File: config.mk
export PLATFORM = sky130hd
export DESIGN_NAME = alu_sequencer_flat
export DESIGN_NICKNAME = d
export VERILOG_FILES = /design/src/rtl/alu_seq_pkg.sv /design/src/rtl/alu_sequencer_if.sv /design/src/rtl/alu_regfile.sv /design/src/rtl/alu_sequencer.sv /design/src/flat_wrapper.sv
export SDC_FILE = /design/constraint.sdc
export NUM_CORES = 1
export LEC_CHECK = 0
export ABC_AREA = 1
export CORE_AREA = 2 2 173 175
export CTS_CLUSTER_SIZE = 24
export DETAILED_ROUTE_END_ITERATION = 10
export DIE_AREA = 0 0 175 177
export SETUP_SLACK_MARGIN = 0.3
export SYNTH_ARGS = -nofsm -noshare
export SYNTH_HDL_FRONTEND = slang
export SYNTH_SLANG_ARGS = --single-unit
File: constraint.sdc
create_clock -name i_clk -period 2.15 [get_ports i_clk]
set_input_delay 0.3225 -clock i_clk [delete_from_list [all_inputs] [get_ports i_clk]]
set_output_delay 0.3225 -clock i_clk [all_outputs]
set_load 0.005 [all_outputs]
File: src/rtl/alu_seq_pkg.sv
// -----------------------------------------------------------------------------
// alu_seq_pkg
// Shared definitions for the ALU sequencer block:
//   - controller state encoding (IDLE, DECODE, EXEC, WB)
//   - instruction field layout (packed struct, MSB first)
//   - datapath / register-file widths
//   - flag bit order {N, Zero, C, V, D} and a helper that packs it
// -----------------------------------------------------------------------------
package alu_seq_pkg;

    localparam int INSTR_W  = 24;
    localparam int DATA_W   = 8;
    localparam int FS_W     = 4;
    localparam int SH_W     = 3;
    localparam int REG_AW   = 3;
    localparam int NUM_REGS = 8;
    localparam int FLAGS_W  = 5;

    // Bit positions inside the flag vector; N is the MSB, D the LSB.
    localparam int FLAG_N = 4;
    localparam int FLAG_Z = 3;
    localparam int FLAG_C = 2;
    localparam int FLAG_V = 1;
    localparam int FLAG_D = 0;

    typedef enum logic [1:0] {
        ST_IDLE   = 2'd0,
        ST_DECODE = 2'd1,
        ST_EXEC   = 2'd2,
        ST_WB     = 2'd3
    } state_t;

    // Field order matches the instruction word:
    // [23:20] FS, [19:17] SH, [16:14] RD, [13:11] RA, [10:8] RB, [7:0] K
    typedef struct packed {
        logic [FS_W-1:0]   fs;
        logic [SH_W-1:0]   sh;
        logic [REG_AW-1:0] rd;
        logic [REG_AW-1:0] ra;
        logic [REG_AW-1:0] rb;
        logic [DATA_W-1:0] k;
    } instr_t;

    // Assemble the five ALU flags into the architectural flag order.
    function automatic logic [FLAGS_W-1:0] pack_flags(
        input logic n,
        input logic z,
        input logic c,
        input logic v,
        input logic d
    );
        logic [FLAGS_W-1:0] f;
        f         = {FLAGS_W{1'b0}};
        f[FLAG_N] = n;
        f[FLAG_Z] = z;
        f[FLAG_C] = c;
        f[FLAG_V] = v;
        f[FLAG_D] = d;
        return f;
    endfunction

endpackage

File: src/rtl/alu_sequencer_if.sv
// -----------------------------------------------------------------------------
// alu_sequencer_if
// Groups the instruction handshake and the ALU drive/result bus.
//   slave  : the sequencer (accepts instructions, drives the ALU inputs,
//            consumes the ALU result and flags)
//   master : the instruction source together with the ALU
// Signals:
//   instr_valid / instr_ready / instr / in_data : instruction handshake
//   fs, sh, a, b, alu_in, ink                   : registered ALU drives
//   f, n, zero, c, v, d                         : ALU result and flags
// -----------------------------------------------------------------------------
interface alu_sequencer_if;
    import alu_seq_pkg::*;

    logic                  instr_valid;
    logic                  instr_ready;
    logic [INSTR_W-1:0]    instr;
    logic [DATA_W-1:0]     in_data;

    logic [FS_W-1:0]       fs;
    logic [SH_W-1:0]       sh;
    logic [DATA_W-1:0]     a;
    logic [DATA_W-1:0]     b;
    logic [DATA_W-1:0]     alu_in;
    logic [DATA_W-1:0]     ink;

    logic [DATA_W-1:0]     f;
    logic                  n;
    logic                  zero;
    logic                  c;
    logic                  v;
    logic                  d;

    modport slave (
        input  instr_valid, instr, in_data,
        input  f, n, zero, c, v, d,
        output instr_ready,
        output fs, sh, a, b, alu_in, ink
    );

    modport master (
        output instr_valid, instr, in_data,
        output f, n, zero, c, v, d,
        input  instr_ready,
        input  fs, sh, a, b, alu_in, ink
    );

endinterface

File: src/rtl/alu_regfile.sv
// -----------------------------------------------------------------------------
// alu_regfile
// 8 x 8-bit register file for the ALU sequencer.
// Ports:
//   i_clk, i_rst               : clock, synchronous active-high reset (clears all)
//   i_we, i_waddr, i_wdata     : synchronous write port
//   i_raddr_a / o_rdata_a      : combinational read port A
//   i_raddr_b / o_rdata_b      : combinational read port B
//   i_dbg_addr / o_dbg_data    : combinational debug read port
// Reset has priority over the write, so a write requested in the reset
// cycle is dropped.
// -----------------------------------------------------------------------------
module alu_regfile
    import alu_seq_pkg::*;
(
    input  logic              i_clk,
    input  logic              i_rst,
    input  logic              i_we,
    input  logic [REG_AW-1:0] i_waddr,
    input  logic [DATA_W-1:0] i_wdata,
    input  logic [REG_AW-1:0] i_raddr_a,
    output logic [DATA_W-1:0] o_rdata_a,
    input  logic [REG_AW-1:0] i_raddr_b,
    output logic [DATA_W-1:0] o_rdata_b,
    input  logic [REG_AW-1:0] i_dbg_addr,
    output logic [DATA_W-1:0] o_dbg_data
);

    logic [DATA_W-1:0] r_mem [NUM_REGS];

    // Storage: clear on reset, otherwise single write port.
    always_ff @(posedge i_clk) begin
        if (i_rst) begin
            for (int i = 0; i < NUM_REGS; i++) begin
                r_mem[i] <= {DATA_W{1'b0}};
            end
        end else if (i_we) begin
            r_mem[i_waddr] <= i_wdata;
        end
    end

    assign o_rdata_a  = r_mem[i_raddr_a];
    assign o_rdata_b  = r_mem[i_raddr_b];
    assign o_dbg_data = r_mem[i_dbg_addr];

endmodule

File: src/rtl/alu_sequencer.sv
// -----------------------------------------------------------------------------
// alu_sequencer
// Multi-cycle controller for the 8-bit combinational ALU. Accepts one
// instruction at a time, reads two operands from the register file, drives
// them with the decoded FS/SH/K fields and the external operand onto the ALU,
// waits EXEC_WAIT cycles, then writes F back and latches the flags.
// Sequence: IDLE -> DECODE -> EXEC (EXEC_WAIT cycles) -> WB -> IDLE.
// Parameters:
//   EXEC_WAIT : cycles the ALU inputs are held before F is sampled (>= 1)
//   CNT_W     : width of the retired-instruction counter (wraps silently)
// Ports:
//   i_clk, i_rst  : clock, synchronous active-high reset (aborts any state)
//   bus           : instruction handshake + ALU bus (slave side)
//   o_result      : F as last written back
//   o_flags       : {N,Zero,C,V,D} latched at write-back
//   o_done        : high during the write-back cycle
//   o_retired     : completed-instruction count
//   i_dbg_addr / o_dbg_data : combinational register-file peek
// -----------------------------------------------------------------------------
module alu_sequencer
    import alu_seq_pkg::*;
#(
    parameter int EXEC_WAIT = 1,
    parameter int CNT_W     = 16
) (
    input  logic               i_clk,
    input  logic               i_rst,
    alu_sequencer_if.slave     bus,
    output logic [DATA_W-1:0]  o_result,
    output logic [FLAGS_W-1:0] o_flags,
    output logic               o_done,
    output logic [CNT_W-1:0]   o_retired,
    input  logic [REG_AW-1:0]  i_dbg_addr,
    output logic [DATA_W-1:0]  o_dbg_data
);

    // The counter only needs to hold EXEC_WAIT-1.
    localparam int WAIT_W = (EXEC_WAIT > 1) ? $clog2(EXEC_WAIT) : 1;
    localparam logic [WAIT_W-1:0] WAIT_LOAD = WAIT_W'(EXEC_WAIT - 1);

    state_t             r_state;
    state_t             w_next_state;
    logic [WAIT_W-1:0]  r_wait_cnt;
    instr_t             r_instr;
    logic [DATA_W-1:0]  r_in_data;

    logic [FS_W-1:0]    r_fs;
    logic [SH_W-1:0]    r_sh;
    logic [DATA_W-1:0]  r_a;
    logic [DATA_W-1:0]  r_b;
    logic [DATA_W-1:0]  r_alu_in;
    logic [DATA_W-1:0]  r_ink;

    logic [DATA_W-1:0]  r_result;
    logic [FLAGS_W-1:0] r_flags;
    logic [CNT_W-1:0]   r_retired;

    logic               w_accept;
    logic               w_we;
    logic [DATA_W-1:0]  w_rdata_a;
    logic [DATA_W-1:0]  w_rdata_b;

    // Ready and done are qualified with reset so neither is seen while
    // reset is asserted, including a reset landing in the WB cycle.
    assign bus.instr_ready = (r_state == ST_IDLE) && !i_rst;
    assign o_done          = (r_state == ST_WB) && !i_rst;
    assign w_accept        = bus.instr_ready && bus.instr_valid;
    assign w_we            = (r_state == ST_WB);

    alu_regfile u_regfile (
        .i_clk      (i_clk),
        .i_rst      (i_rst),
        .i_we       (w_we),
        .i_waddr    (r_instr.rd),
        .i_wdata    (bus.f),
        .i_raddr_a  (r_instr.ra),
        .o_rdata_a  (w_rdata_a),
        .i_raddr_b  (r_instr.rb),
        .o_rdata_b  (w_rdata_b),
        .i_dbg_addr (i_dbg_addr),
        .o_dbg_data (o_dbg_data)
    );

    // Controller state register.
    always_ff @(posedge i_clk) begin
        if (i_rst) begin
            r_state <= ST_IDLE;
        end else begin
            r_state <= w_next_state;
        end
    end

    // Next-state logic.
    always_comb begin
        w_next_state = r_state;
        case (r_state)
            ST_IDLE: begin
                if (bus.instr_valid) begin
                    w_next_state = ST_DECODE;
                end else begin
                    w_next_state = ST_IDLE;
                end
            end
            ST_DECODE: begin
                w_next_state = ST_EXEC;
            end
            ST_EXEC: begin
                if (r_wait_cnt == {WAIT_W{1'b0}}) begin
                    w_next_state = ST_WB;
                end else begin
                    w_next_state = ST_EXEC;
                end
            end
            ST_WB: begin
                w_next_state = ST_IDLE;
            end
            default: begin
                w_next_state = ST_IDLE;
            end
        endcase
    end

    // EXEC down-counter: loaded in DECODE so EXEC lasts exactly EXEC_WAIT cycles.
    always_ff @(posedge i_clk) begin
        if (i_rst) begin
            r_wait_cnt <= {WAIT_W{1'b0}};
        end else if (r_state == ST_DECODE) begin
            r_wait_cnt <= WAIT_LOAD;
        end else if ((r_state == ST_EXEC) && (r_wait_cnt != {WAIT_W{1'b0}})) begin
            r_wait_cnt <= r_wait_cnt - WAIT_W'(1);
        end
    end

    // Instruction and external-operand latches; later bus changes are ignored.
    always_ff @(posedge i_clk) begin
        if (i_rst) begin
            r_instr   <= instr_t'({INSTR_W{1'b0}});
            r_in_data <= {DATA_W{1'b0}};
        end else if (w_accept) begin
            r_instr   <= instr_t'(bus.instr);
            r_in_data <= bus.in_data;
        end
    end

    // ALU drive registers: loaded at the end of DECODE, held otherwise so
    // they stay stable through EXEC and WB.
    always_ff @(posedge i_clk) begin
        if (i_rst) begin
            r_fs     <= {FS_W{1'b0}};
            r_sh     <= {SH_W{1'b0}};
            r_a      <= {DATA_W{1'b0}};
            r_b      <= {DATA_W{1'b0}};
            r_alu_in <= {DATA_W{1'b0}};
            r_ink    <= {DATA_W{1'b0}};
        end else if (r_state == ST_DECODE) begin
            r_fs     <= r_instr.fs;
            r_sh     <= r_instr.sh;
            r_a      <= w_rdata_a;
            r_b      <= w_rdata_b;
            r_alu_in <= r_in_data;
            r_ink    <= r_instr.k;
        end
    end

    // Write-back side: result, flags and retired count update at the end of WB.
    always_ff @(posedge i_clk) begin
        if (i_rst) begin
            r_result  <= {DATA_W{1'b0}};
            r_flags   <= {FLAGS_W{1'b0}};
            r_retired <= {CNT_W{1'b0}};
        end else if (r_state == ST_WB) begin
            r_result  <= bus.f;
            r_flags   <= pack_flags(bus.n, bus.zero, bus.c, bus.v, bus.d);
            r_retired <= r_retired + CNT_W'(1);
        end
    end

    assign bus.fs     = r_fs;
    assign bus.sh     = r_sh;
    assign bus.a      = r_a;
    assign bus.b      = r_b;
    assign bus.alu_in = r_alu_in;
    assign bus.ink    = r_ink;

    assign o_result   = r_result;
    assign o_flags    = r_flags;
    assign o_retired  = r_retired;

endmodule

File: src/flat_wrapper.sv
// flat-port wrapper written by rule: the top's interface ports become plain ports
module alu_sequencer_flat import alu_seq_pkg::*;
#(
    parameter int EXEC_WAIT = 1,
    parameter int CNT_W     = 16
)
  (i_clk, i_rst, o_result, o_flags, o_done, o_retired, i_dbg_addr, o_dbg_data, bus_instr_valid, bus_instr, bus_in_data, bus_f, bus_n, bus_zero, bus_c, bus_v, bus_d, bus_instr_ready, bus_fs, bus_sh, bus_a, bus_b, bus_alu_in, bus_ink);
  alu_sequencer_if bus_i ();
  input  logic i_clk;
  input  logic i_rst;
  output logic [DATA_W-1:0] o_result;
  output logic [FLAGS_W-1:0] o_flags;
  output logic o_done;
  output logic [CNT_W-1:0] o_retired;
  input  logic [REG_AW-1:0] i_dbg_addr;
  output logic [DATA_W-1:0] o_dbg_data;
  input wire logic [$bits(bus_i.instr_valid)-1:0] bus_instr_valid;
  input wire logic [$bits(bus_i.instr)-1:0] bus_instr;
  input wire logic [$bits(bus_i.in_data)-1:0] bus_in_data;
  input wire logic [$bits(bus_i.f)-1:0] bus_f;
  input wire logic [$bits(bus_i.n)-1:0] bus_n;
  input wire logic [$bits(bus_i.zero)-1:0] bus_zero;
  input wire logic [$bits(bus_i.c)-1:0] bus_c;
  input wire logic [$bits(bus_i.v)-1:0] bus_v;
  input wire logic [$bits(bus_i.d)-1:0] bus_d;
  output wire logic [$bits(bus_i.instr_ready)-1:0] bus_instr_ready;
  output wire logic [$bits(bus_i.fs)-1:0] bus_fs;
  output wire logic [$bits(bus_i.sh)-1:0] bus_sh;
  output wire logic [$bits(bus_i.a)-1:0] bus_a;
  output wire logic [$bits(bus_i.b)-1:0] bus_b;
  output wire logic [$bits(bus_i.alu_in)-1:0] bus_alu_in;
  output wire logic [$bits(bus_i.ink)-1:0] bus_ink;
  assign bus_i.instr_valid = bus_instr_valid;
  assign bus_i.instr = bus_instr;
  assign bus_i.in_data = bus_in_data;
  assign bus_i.f = bus_f;
  assign bus_i.n = bus_n;
  assign bus_i.zero = bus_zero;
  assign bus_i.c = bus_c;
  assign bus_i.v = bus_v;
  assign bus_i.d = bus_d;
  assign bus_instr_ready = bus_i.instr_ready;
  assign bus_fs = bus_i.fs;
  assign bus_sh = bus_i.sh;
  assign bus_a = bus_i.a;
  assign bus_b = bus_i.b;
  assign bus_alu_in = bus_i.alu_in;
  assign bus_ink = bus_i.ink;
  alu_sequencer #(.EXEC_WAIT(EXEC_WAIT), .CNT_W(CNT_W)) u_core (.i_clk(i_clk), .i_rst(i_rst), .bus(bus_i), .o_result(o_result), .o_flags(o_flags), .o_done(o_done), .o_retired(o_retired), .i_dbg_addr(i_dbg_addr), .o_dbg_data(o_dbg_data));
endmodule
==> results of run 1 <==
-- cells in the final DEF, fill, tap and decap left out, types with 2 or more instances in the layout --
cell             synthesis  final
nor2_4                   2      2
clkbuf_2                 0      5
nand3_1                112    112
inv_1                  108     76
nor2_2                   3      4
a211oi_1                 2      2
dlygate4sd2_1            0      3
clkbuf_16                0     18
nand4_1                  2      2
nand2_1                224    220
ha_2                     0      2
nand2_2                 10     14
edfxtp_1                64     64
dfxtp_1                103    101
dfxtp_2                  0      2
o21a_1                   8      8
clkinv_2                 0      2
o31ai_1                 26     26
ha_1                     6      4
inv_4                    1      3
buf_4                    8     49
buf_2                   27      4
clkinv_4                 0      3
inv_8                    0      3
nor3_1                   5      5
inv_2                    4     33
clkinv_1                12     12
a21oi_1                 84     83
o21ai_1                  5     11
nor3_4                   2      2
nor2_1                 106    105
buf_12                   0      2
o21ai_0                 93     87
inv_6                    0      4
clkdlybuf4s50_1          0    115
-- registers in the layout, summed over array words and instances (netlist names) --
register,count
u_core.o_retired,16
u_core.bus.ink,8
u_core.r_instr,24
u_core.bus.fs,4
u_core.u_regfile.r_mem,64
u_core.o_flags,5
u_core.r_wait_cnt,1
u_core.o_result,8
u_core.r_state,2
u_core.bus.a,8
u_core.bus.alu_in,8
u_core.bus.sh,3
u_core.r_in_data,8
u_core.bus.b,8
-- layer usage --
| metal | global-route usage | vias to the layer above | part of all wire |
|---|---|---|---|
| li1 | - | 3714 | - |
| met1 | 0.229 | 3460 | 0.46 |
| met2 | 0.277 | 233 | 0.47 |
| met3 | 0.0341 | 24 | 0.057 |
| met4 | 0.0427 | 2 | 0.014 |
| met5 | 0 | - | 0.00050 |
-- kinds of logic after synthesis --
family / synth area share
buf+inv: 0.101
flops: 0.495
simple gates: 0.247
compound gates: 0.148
fa+ha+maj: 0.00933
-- timing repair --
action | in CTS | in global routing
cloned | 0 | 1
buffers inserted | 26 | 6
setup endpoints to repair | 17 | 42
resized for setup | 68 | 17
pin swaps | 5 | 1
-- layout make-up --
cell class | instances | area (um^2)
Clock inverter | 13 | 146
Timing Repair Buffer | 180 | 1650
Fill cell | 3032 | 18800
Sequential cell | 167 | 3990
Clock buffer | 19 | 454
Tap cell | 390 | 488
Timing Repair inverter | 1 | 5.00
Inverter | 125 | 482
Multi-Input combinational cell | 693 | 3270
-- worst max path at each step --
stage,startpoint,to,slack (ps),depth (start not counted)
after floorplan,u_core.r_state[0],u_core.u_regfile.r_mem[0][0],630,5
after global placement,i_dbg_addr[0],o_dbg_data[7],-240,6
after detailed placement,i_dbg_addr[0],o_dbg_data[5],-250,7
after CTS,u_core.u_regfile.r_mem[1][5],o_dbg_data[5],210,6
after global routing,u_core.u_regfile.r_mem[1][5],o_dbg_data[5],240,6
final,u_core.u_regfile.r_mem[1][5],o_dbg_data[5],310,6
-- power groups by stage --
stage / sequential [mW] / combinational, mW / clock [mW]
finish: 3.94 / 2.41 / 3.14
global route: 3.99 / 2.70 / 3.36
CTS: 3.94 / 2.41 / 3.24
detailed placement: 4.00 / 2.38 / 0
global placement: 4.00 / 2.36 / 0
floorplan: 3.96 / 1.33 / 0
==> flow_metrics.env, run 1 <==
export IMPL_ys_warn_count=0
export IMPL_tightest_slew_ps=597
export IMPL_viasPerCell=4.68
export IMPL_reg2reg_to="u_core.o_retired[15]"
export IMPL_place_inst=1523
export IMPL_design_area_um2=10500
export IMPL_crit_fanout=2
export IMPL_routedWlPerCell_um=16.5
export IMPL_cts_buffers=17
export IMPL_drc_errors=0
export IMPL_path_cells="inv_2, a21oi_1, o21ai_0, nand2_1, o21a_1, clkdlybuf4s15_1"
export IMPL_ys_async_sr_fraction=0
export IMPL_switching_power_mw=2.95
export IMPL_cts_clk_slew_worst_paths_ps=70
export IMPL_place_congestion=0.925
export IMPL_grt_pass1_wl_um=40400
export IMPL_hold_depth=2
export IMPL_cp_start_kind="register"
export IMPL_drtIter0Drc=503
export IMPL_yosysTopAreaCellShare=0.256
export IMPL_clock_path_buffers=2
export IMPL_num_rows=63
export IMPL_cts_root_buf="clkbuf_16"
export IMPL_power_internal_mw=6.55
export IMPL_maxSlewViolCount=0
export IMPL_nNetsFinal=1242
export IMPL_grt_ovfl_total=0
export IMPL_finalHoldViolations=0
export IMPL_die_x_um=175
export IMPL_hpwl_um=18500
export IMPL_hold_path_startpoint="i_rst"
export IMPL_synth_edf_count=64
export IMPL_maxCapViolCount=0
export IMPL_n_antenna_cell=0
export IMPL_power_frac_comb=0.254
export IMPL_clkPwrFrac=0.331
export IMPL_routed_wl_um=26200
export IMPL_powerDensity_nw_per_um2=905
export IMPL_portBuffers=128
export IMPL_tns_ps=0
export IMPL_grt_pass1_vias=7087
export IMPL_grt_max_degree=78
export IMPL_clock_fmax_ghz=0.544
export IMPL_num_io_pins=129
export IMPL_synth_area_leaders="dfxtp_1, edfxtp_1, nand2_1"
export IMPL_postSynthCellCount=1047
export IMPL_min_to="u_core.o_retired[9]"
export IMPL_syn_num_nets=1104
export IMPL_fin_crit_sh=0.854
export IMPL_ir_drop_mv=0.538
export IMPL_critPathKind="reg2out"
export IMPL_pwr_share_seq=0.415
export IMPL_status="complete, no violations"
export IMPL_period_needed_ps=1840
export IMPL_ys_types=30
export IMPL_htree_levels=4
export IMPL_yosys_area_top_type="dfxtp_1"
export IMPL_rsz0062_at_grt="yes"
export IMPL_crit_buf_inv=2
export IMPL_cp_top_family="flip-flops"
export IMPL_syn_to_final_growth_pct=30.3
export IMPL_cts_sinks=167
export IMPL_synth_area_um2=8050
export IMPL_hold_ws_ps=328
export IMPL_dp_slack_ps=-254
export IMPL_avgSynthCellArea_um2=7.69
export IMPL_fin_util=0.359
export IMPL_cp_slowest_stage_delay_ps=390
export IMPL_maxSlewHeadroom=0.600
export IMPL_setup_viol_count_final=0
export IMPL_r2r_slack_ps=430
export IMPL_end_kind="output pin"
export IMPL_synthTopCellsByCount="nand2_1, nand3_1, inv_1, nor2_1, dfxtp_1"
export IMPL_dr_total_vias=7433
export IMPL_core_um2=29200
export IMPL_r2r_start="u_core.r_state[0]"
export IMPL_synth_most_common_cell="nand2_1"
export IMPL_drt_pass1_iterations=6
export IMPL_die_area_um2=31000
export IMPL_ctsHoldBuffers=0
export IMPL_die_y_um=177
export IMPL_grt_usage=0.169
export IMPL_worst_slack_ps=313
export IMPL_place_area_um2=9650
export IMPL_worstPathRequired_ps=1830
export IMPL_finalNonFillerCells=1588
export IMPL_power_total_mw=9.49
export IMPL_start_util=0.275
export IMPL_hp_class="in2reg"
export IMPL_crit_slowest_cell="edfxtp_1"
export IMPL_antenna_found_initial=1
export IMPL_switching_share=0.310
export IMPL_cellLeakagePower_nw=4.29
export IMPL_ant_nets=0
export IMPL_ys_ff_latch=167
export IMPL_cts_tree="yes"
export IMPL_r2r_cells=9
export IMPL_skew_ps=12.5
export IMPL_arrival_ps=1510
export IMPL_ys_flop_type="dfxtp_1"
export IMPL_clk_latency_ps=430
export IMPL_seq_area_frac_synth=0.495
export IMPL_drive_above_1_share=0.132
Note: power is estimated with default switching activity, not from simulation.
==> run 2: changes to the inputs <==
--- a/config.mk
+++ b/config.mk
@@ -10,6 +10,7 @@
 export CTS_CLUSTER_SIZE = 24
 export DETAILED_ROUTE_END_ITERATION = 10
 export DIE_AREA = 0 0 175 177
+export REMOVE_ABC_BUFFERS = 1
 export SETUP_SLACK_MARGIN = 0.3
 export SYNTH_ARGS = -nofsm -noshare
 export SYNTH_HDL_FRONTEND = slang
==> run 2 against run 1 <==
Net effect:
- power is 0.99% lower
- flip-flop and latch count stayed put
- final cell count is 1.3% higher
- core utilization is 0.46 points higher
- clock power is 4% lower
- first-iteration DRC count is 15% lower
- non-clock buffer count is 22 higher
- wire length is 4.0% lower
==> flow_metrics.env, run 2 (synthesis gave the netlist of run 1 again) <==
export IMPL_die_area_um2=31000
export IMPL_cts_buffers=17
export IMPL_maxSlewHeadroom=0.588
export IMPL_grt_max_degree=65
export IMPL_status="complete, no violations"
export IMPL_die_x_um=175
export IMPL_tightest_slew_ps=615
export IMPL_portBuffers=128
export IMPL_critPathKind="reg2out"
export IMPL_ant_nets=0
export IMPL_drt_pass1_iterations=5
export IMPL_worst_slack_ps=346
export IMPL_ctsHoldBuffers=0
export IMPL_hp_class="in2reg"
export IMPL_skew_ps=18.2
export IMPL_syn_to_final_growth_pct=31.9
export IMPL_routedWlPerCell_um=15.6
export IMPL_cellLeakagePower_nw=4.37
export IMPL_nNetsFinal=1263
export IMPL_powerDensity_nw_per_um2=885
export IMPL_final_cell_mix="nand2_1, clkdlybuf4s50_1, nand3_1"
export IMPL_cts_root_buf="clkbuf_16"
export IMPL_finalHoldViolations=0
export IMPL_regMostFlops="u_core.u_regfile.r_mem"
export IMPL_maxCapViolCount=0
export IMPL_fin_crit_sh=0.839
export IMPL_grt_pass1_wl_um=38800
export IMPL_period_needed_ps=1800
export IMPL_cts_tree="yes"
export IMPL_start_util=0.275
export IMPL_cts_sinks=167
export IMPL_crit_fanout=2
export IMPL_dr_total_vias=7479
export IMPL_antenna_found_initial=0
export IMPL_finalNonFillerCells=1609
export IMPL_die_y_um=177
export IMPL_maxSlewViolCount=0
export IMPL_worstPathRequired_ps=1830
export IMPL_final_common_cell="nand2_1"
export IMPL_viasPerCell=4.65
export IMPL_rsz0062_at_grt="yes"
export IMPL_hpwl_um=17900
export IMPL_fin_util=0.363
export IMPL_tns_ps=0
export IMPL_grt_pass1_vias=6963
export IMPL_core_um2=29200
export IMPL_drtIter0Drc=429
export IMPL_end_kind="output pin"
export IMPL_largest_register_ffs=64
export IMPL_cp_start_kind="register"
export IMPL_clock_path_buffers=2
export IMPL_ir_drop_mv=0.536
export IMPL_grt_usage=0.163
export IMPL_num_rows=63
export IMPL_routed_wl_um=25100
export IMPL_place_inst=1536
export IMPL_drive_above_1_share=0.144
export IMPL_n_antenna_cell=0
export IMPL_cts_clk_slew_worst_paths_ps=70
export IMPL_dp_slack_ps=-208
export IMPL_place_congestion=0.933
export IMPL_arrival_ps=1480
export IMPL_setup_viol_count_final=0
export IMPL_drc_errors=0
export IMPL_clk_latency_ps=450
export IMPL_clock_fmax_ghz=0.554
export IMPL_grt_ovfl_total=0
export IMPL_num_io_pins=129
export IMPL_htree_levels=4
-- run 2: path summary, 6_finish.rpt --
kind | endpoint | depth (start not counted) | startpoint | slack [ps]
worst max-delay path | o_dbg_data[3] | 6 | u_core.u_regfile.r_mem[1][3] | 350
worst min-delay path | u_core.r_instr[16] | 2 | i_rst | 330
worst max register to register | u_core.u_regfile.r_mem[6][3] | 5 | u_core.r_state[1] | 540
worst min register to register | u_core.r_wait_cnt | 2 | u_core.r_wait_cnt | 450
-- run 2: power by group --
group	internal [mW]	switching, mW
registers	3.71	0.225
logic	1.12	1.32
clock network	1.55	1.48
-- run 2: stage by stage --
step / power, mW / instance area (um^2) / hold slack, ps
floorplan: 5.13 / 7710 / 394
global placement: 6.38 / 9750 / 434
detailed placement: 6.41 / 9750 / 440
CTS: 9.50 / 10600 / 348
global route: 9.97 / 10600 / 349
finish: 9.40 / 10600 / 331
-- run 2: timing repair --
| item | CTS | global route |
|---|---|---|
| setup endpoints to repair | 10 | 9 |
| gates resized for setup | 65 | 23 |
| pin swaps | 8 | 6 |
| cloned | 0 | 0 |
| buffers inserted | 30 | 11 |
-- run 2: critical path, stage by stage, from the launching register on --
cell	delay, ps
edfxtp_1	390
inv_2	100
a21oi_1	60
o21ai_1	80
nand2_1	70
o21a_1	220
clkbuf_2	120
-- run 2: metal layers --
layer,global-route usage,routed length (um)
met5,0,0
met2,0.250,11500
met3,0.0335,1530
met1,0.227,11700
met4,0.0556,396
-- run 2: area by class of cell --
class / instances / area, um^2
fillers: 3070 / 18600
flip-flops and latches: 167 / 3990
multi-input cells: 693 / 3280
repair buffers: 202 / 1810
well taps: 390 / 488
inverters: 125 / 477
clock buffers: 17 / 425
clock inverters: 15 / 150
==> run 3: changes to the inputs <==
==> constraint.sdc (replaced) <==
create_clock -name i_clk -period 1.5 [get_ports i_clk]
set_input_delay 0.225 -clock i_clk [delete_from_list [all_inputs] [get_ports i_clk]]
set_output_delay 0.225 -clock i_clk [all_outputs]
set_load 0.005 [all_outputs]
==> run 3 against run 2 <==
Net effect:
- non-clock buffer count up 143
- global-route usage up 2.6 points
- die area unchanged
- first-iteration DRC count up 6.8%
- the run now ends with negative setup slack left
- design area up 28%
- setup slack worse by 540 ps
- clock skew down 1.8 ps
- sequential share of layout area down 7.6 points
- highest routed layer unchanged
==> flow_metrics.env, run 3 (synthesis gave the netlist of run 1 again) <==
export IMPL_clock_fmax_ghz=0.589
export IMPL_maxSlewHeadroom=0.493
export IMPL_grt_max_degree=56
export IMPL_fin_crit_sh=1.13
export IMPL_cts_sinks=167
export IMPL_grt_pass1_wl_um=45100
export IMPL_drt_pass1_iterations=5
export IMPL_clock_path_buffers=2
export IMPL_maxSlewViolCount=0
export IMPL_largest_register_ffs=64
export IMPL_ir_drop_mv=0.763
export IMPL_die_area_um2=31000
export IMPL_r2r_cells=11
export IMPL_die_x_um=175
export IMPL_end_kind="output pin"
export IMPL_num_io_pins=129
export IMPL_core_um2=29200
export IMPL_tns_ps=-1820
export IMPL_final_cell_mix="nand2_1, buf_4, nand3_1"
export IMPL_period_needed_ps=1700
export IMPL_status="complete, but fails checks"
export IMPL_grt_ovfl_total=0
export IMPL_place_area_um2=10700
export IMPL_hold_ws_ps=171
export IMPL_r2r_slack_ps=-70
export IMPL_nNetsFinal=1406
export IMPL_cts_tree="yes"
export IMPL_worstPathRequired_ps=1270
export IMPL_drtIter0Drc=458
export IMPL_power_total_mw=16.1
export IMPL_ctsHoldBuffers=0
export IMPL_antenna_found_initial=0
export IMPL_drive_above_1_share=0.500
export IMPL_reg2reg_to="u_core.o_retired[15]"
export IMPL_worst_slack_ps=-198
export IMPL_finalHoldViolations=0
export IMPL_ant_nets=0
export IMPL_clk_latency_ps=430
export IMPL_routedWlPerCell_um=17.2
export IMPL_hold_path_startpoint="i_rst"
export IMPL_cellLeakagePower_nw=5.88
export IMPL_skew_ps=16.3
export IMPL_grt_pass1_vias=7801
export IMPL_routed_wl_um=30100
export IMPL_grt_usage=0.189
export IMPL_drc_errors=0
export IMPL_syn_to_final_growth_pct=69.5
export IMPL_regMostFlops="u_core.u_regfile.r_mem"
export IMPL_violations="negative setup slack"
export IMPL_tightest_slew_ps=756
export IMPL_place_congestion=0.897
export IMPL_portBuffers=128
export IMPL_cp_start_kind="register"
export IMPL_hpwl_um=18700
export IMPL_dr_total_vias=8270
export IMPL_cts_root_buf="clkbuf_16"
export IMPL_rsz0062_at_grt="yes"
export IMPL_viasPerCell=4.72
export IMPL_htree_levels=4
export IMPL_cts_buffers=17
export IMPL_design_area_um2=13600
export IMPL_num_rows=63
export IMPL_hp_class="in2reg"
export IMPL_r2r_start="u_core.r_state[0]"
export IMPL_cts_clk_slew_worst_paths_ps=80
export IMPL_setup_viol_count_final=33
export IMPL_maxCapViolCount=0
export IMPL_start_util=0.275
export IMPL_final_common_cell="nand2_1"
export IMPL_crit_fanout=2
export IMPL_n_antenna_cell=0
export IMPL_critPathKind="reg2out"
export IMPL_fin_util=0.467
export IMPL_die_y_um=177
export IMPL_arrival_ps=1470
export IMPL_min_to="u_core.r_instr[16]"
export IMPL_hold_depth=3
export IMPL_powerDensity_nw_per_um2=1180
[run 3: cell types whose count changed in the layout (fill, tap and decap cells not counted), sizes merged]
cell,previous run,this run
clkdlybuf4s50,115,47
clkinv,17,18
inv,122,120
clkdlybuf4s15,1,0
buf,80,275
dlygate4sd2,3,2
clkinvlp,1,2
clkbuf,20,38
[run 3: timing repair]
item / CTS / global route
gates cloned: 13 / 4
gates resized for setup: 614 / 286
buffers inserted: 46 / 29
endpoints found under the setup margin: 306 / 268
pin swaps: 46 / 57
[run 3: routing by layer]
metal | vias to the layer above | routed length [um] | GRT usage
li1 | 4062 | - | -
met1 | 3926 | 13400 | 0.261
met2 | 252 | 14700 | 0.305
met3 | 30 | 1530 | 0.0309
met4 | 0 | 428 | 0.0517
met5 | - | 0 | 0
[run 3: worst max-delay path by stage]
stage / startpoint / cells past startpoint / to
2_1_floorplan: u_core.r_state[1] / 5 / u_core.bus.fs[0]
3_3_place_gp: i_dbg_addr[0] / 8 / o_dbg_data[4]
3_5_place_dp: i_dbg_addr[0] / 8 / o_dbg_data[3]
4_1_cts: u_core.u_regfile.r_mem[1][3] / 6 / o_dbg_data[3]
5_1_grt: u_core.u_regfile.r_mem[2][3] / 6 / o_dbg_data[3]
6_report: u_core.u_regfile.r_mem[1][3] / 6 / o_dbg_data[3]
[run 3: layout make-up]
| type | instances | area (um^2) |
|---|---|---|
| Clock buffer | 17 | 425 |
| Inverter | 125 | 493 |
| Tap cell | 390 | 488 |
| Fill cell | 2802 | 15600 |
| Sequential cell | 167 | 4080 |
| Clock inverter | 15 | 158 |
| Timing Repair Buffer | 345 | 3390 |
| Multi-Input combinational cell | 693 | 4610 |
[run 3: report_power, final]
part	internal, mW	switching, mW
registers	5.39	0.403
clock network	2.23	2.14
logic	2.97	2.95
total	10.6	5.49
[run 3: per-stage QoR]
step | setup slack, ps | std cells
floorplan | -631 | 985
global placement | -652 | 1628
detailed placement | -655 | 1628
CTS | -219 | 1719
global route | -277 | 1752
finish | -198 | 1752
[run 3: critical path, cell delays in order (launching register included)]
cell	delay, ps
edfxtp_1	380
inv_2	120
a21oi_2	60
o21ai_1	80
nand2_1	80
o21a_1	200
buf_2	140
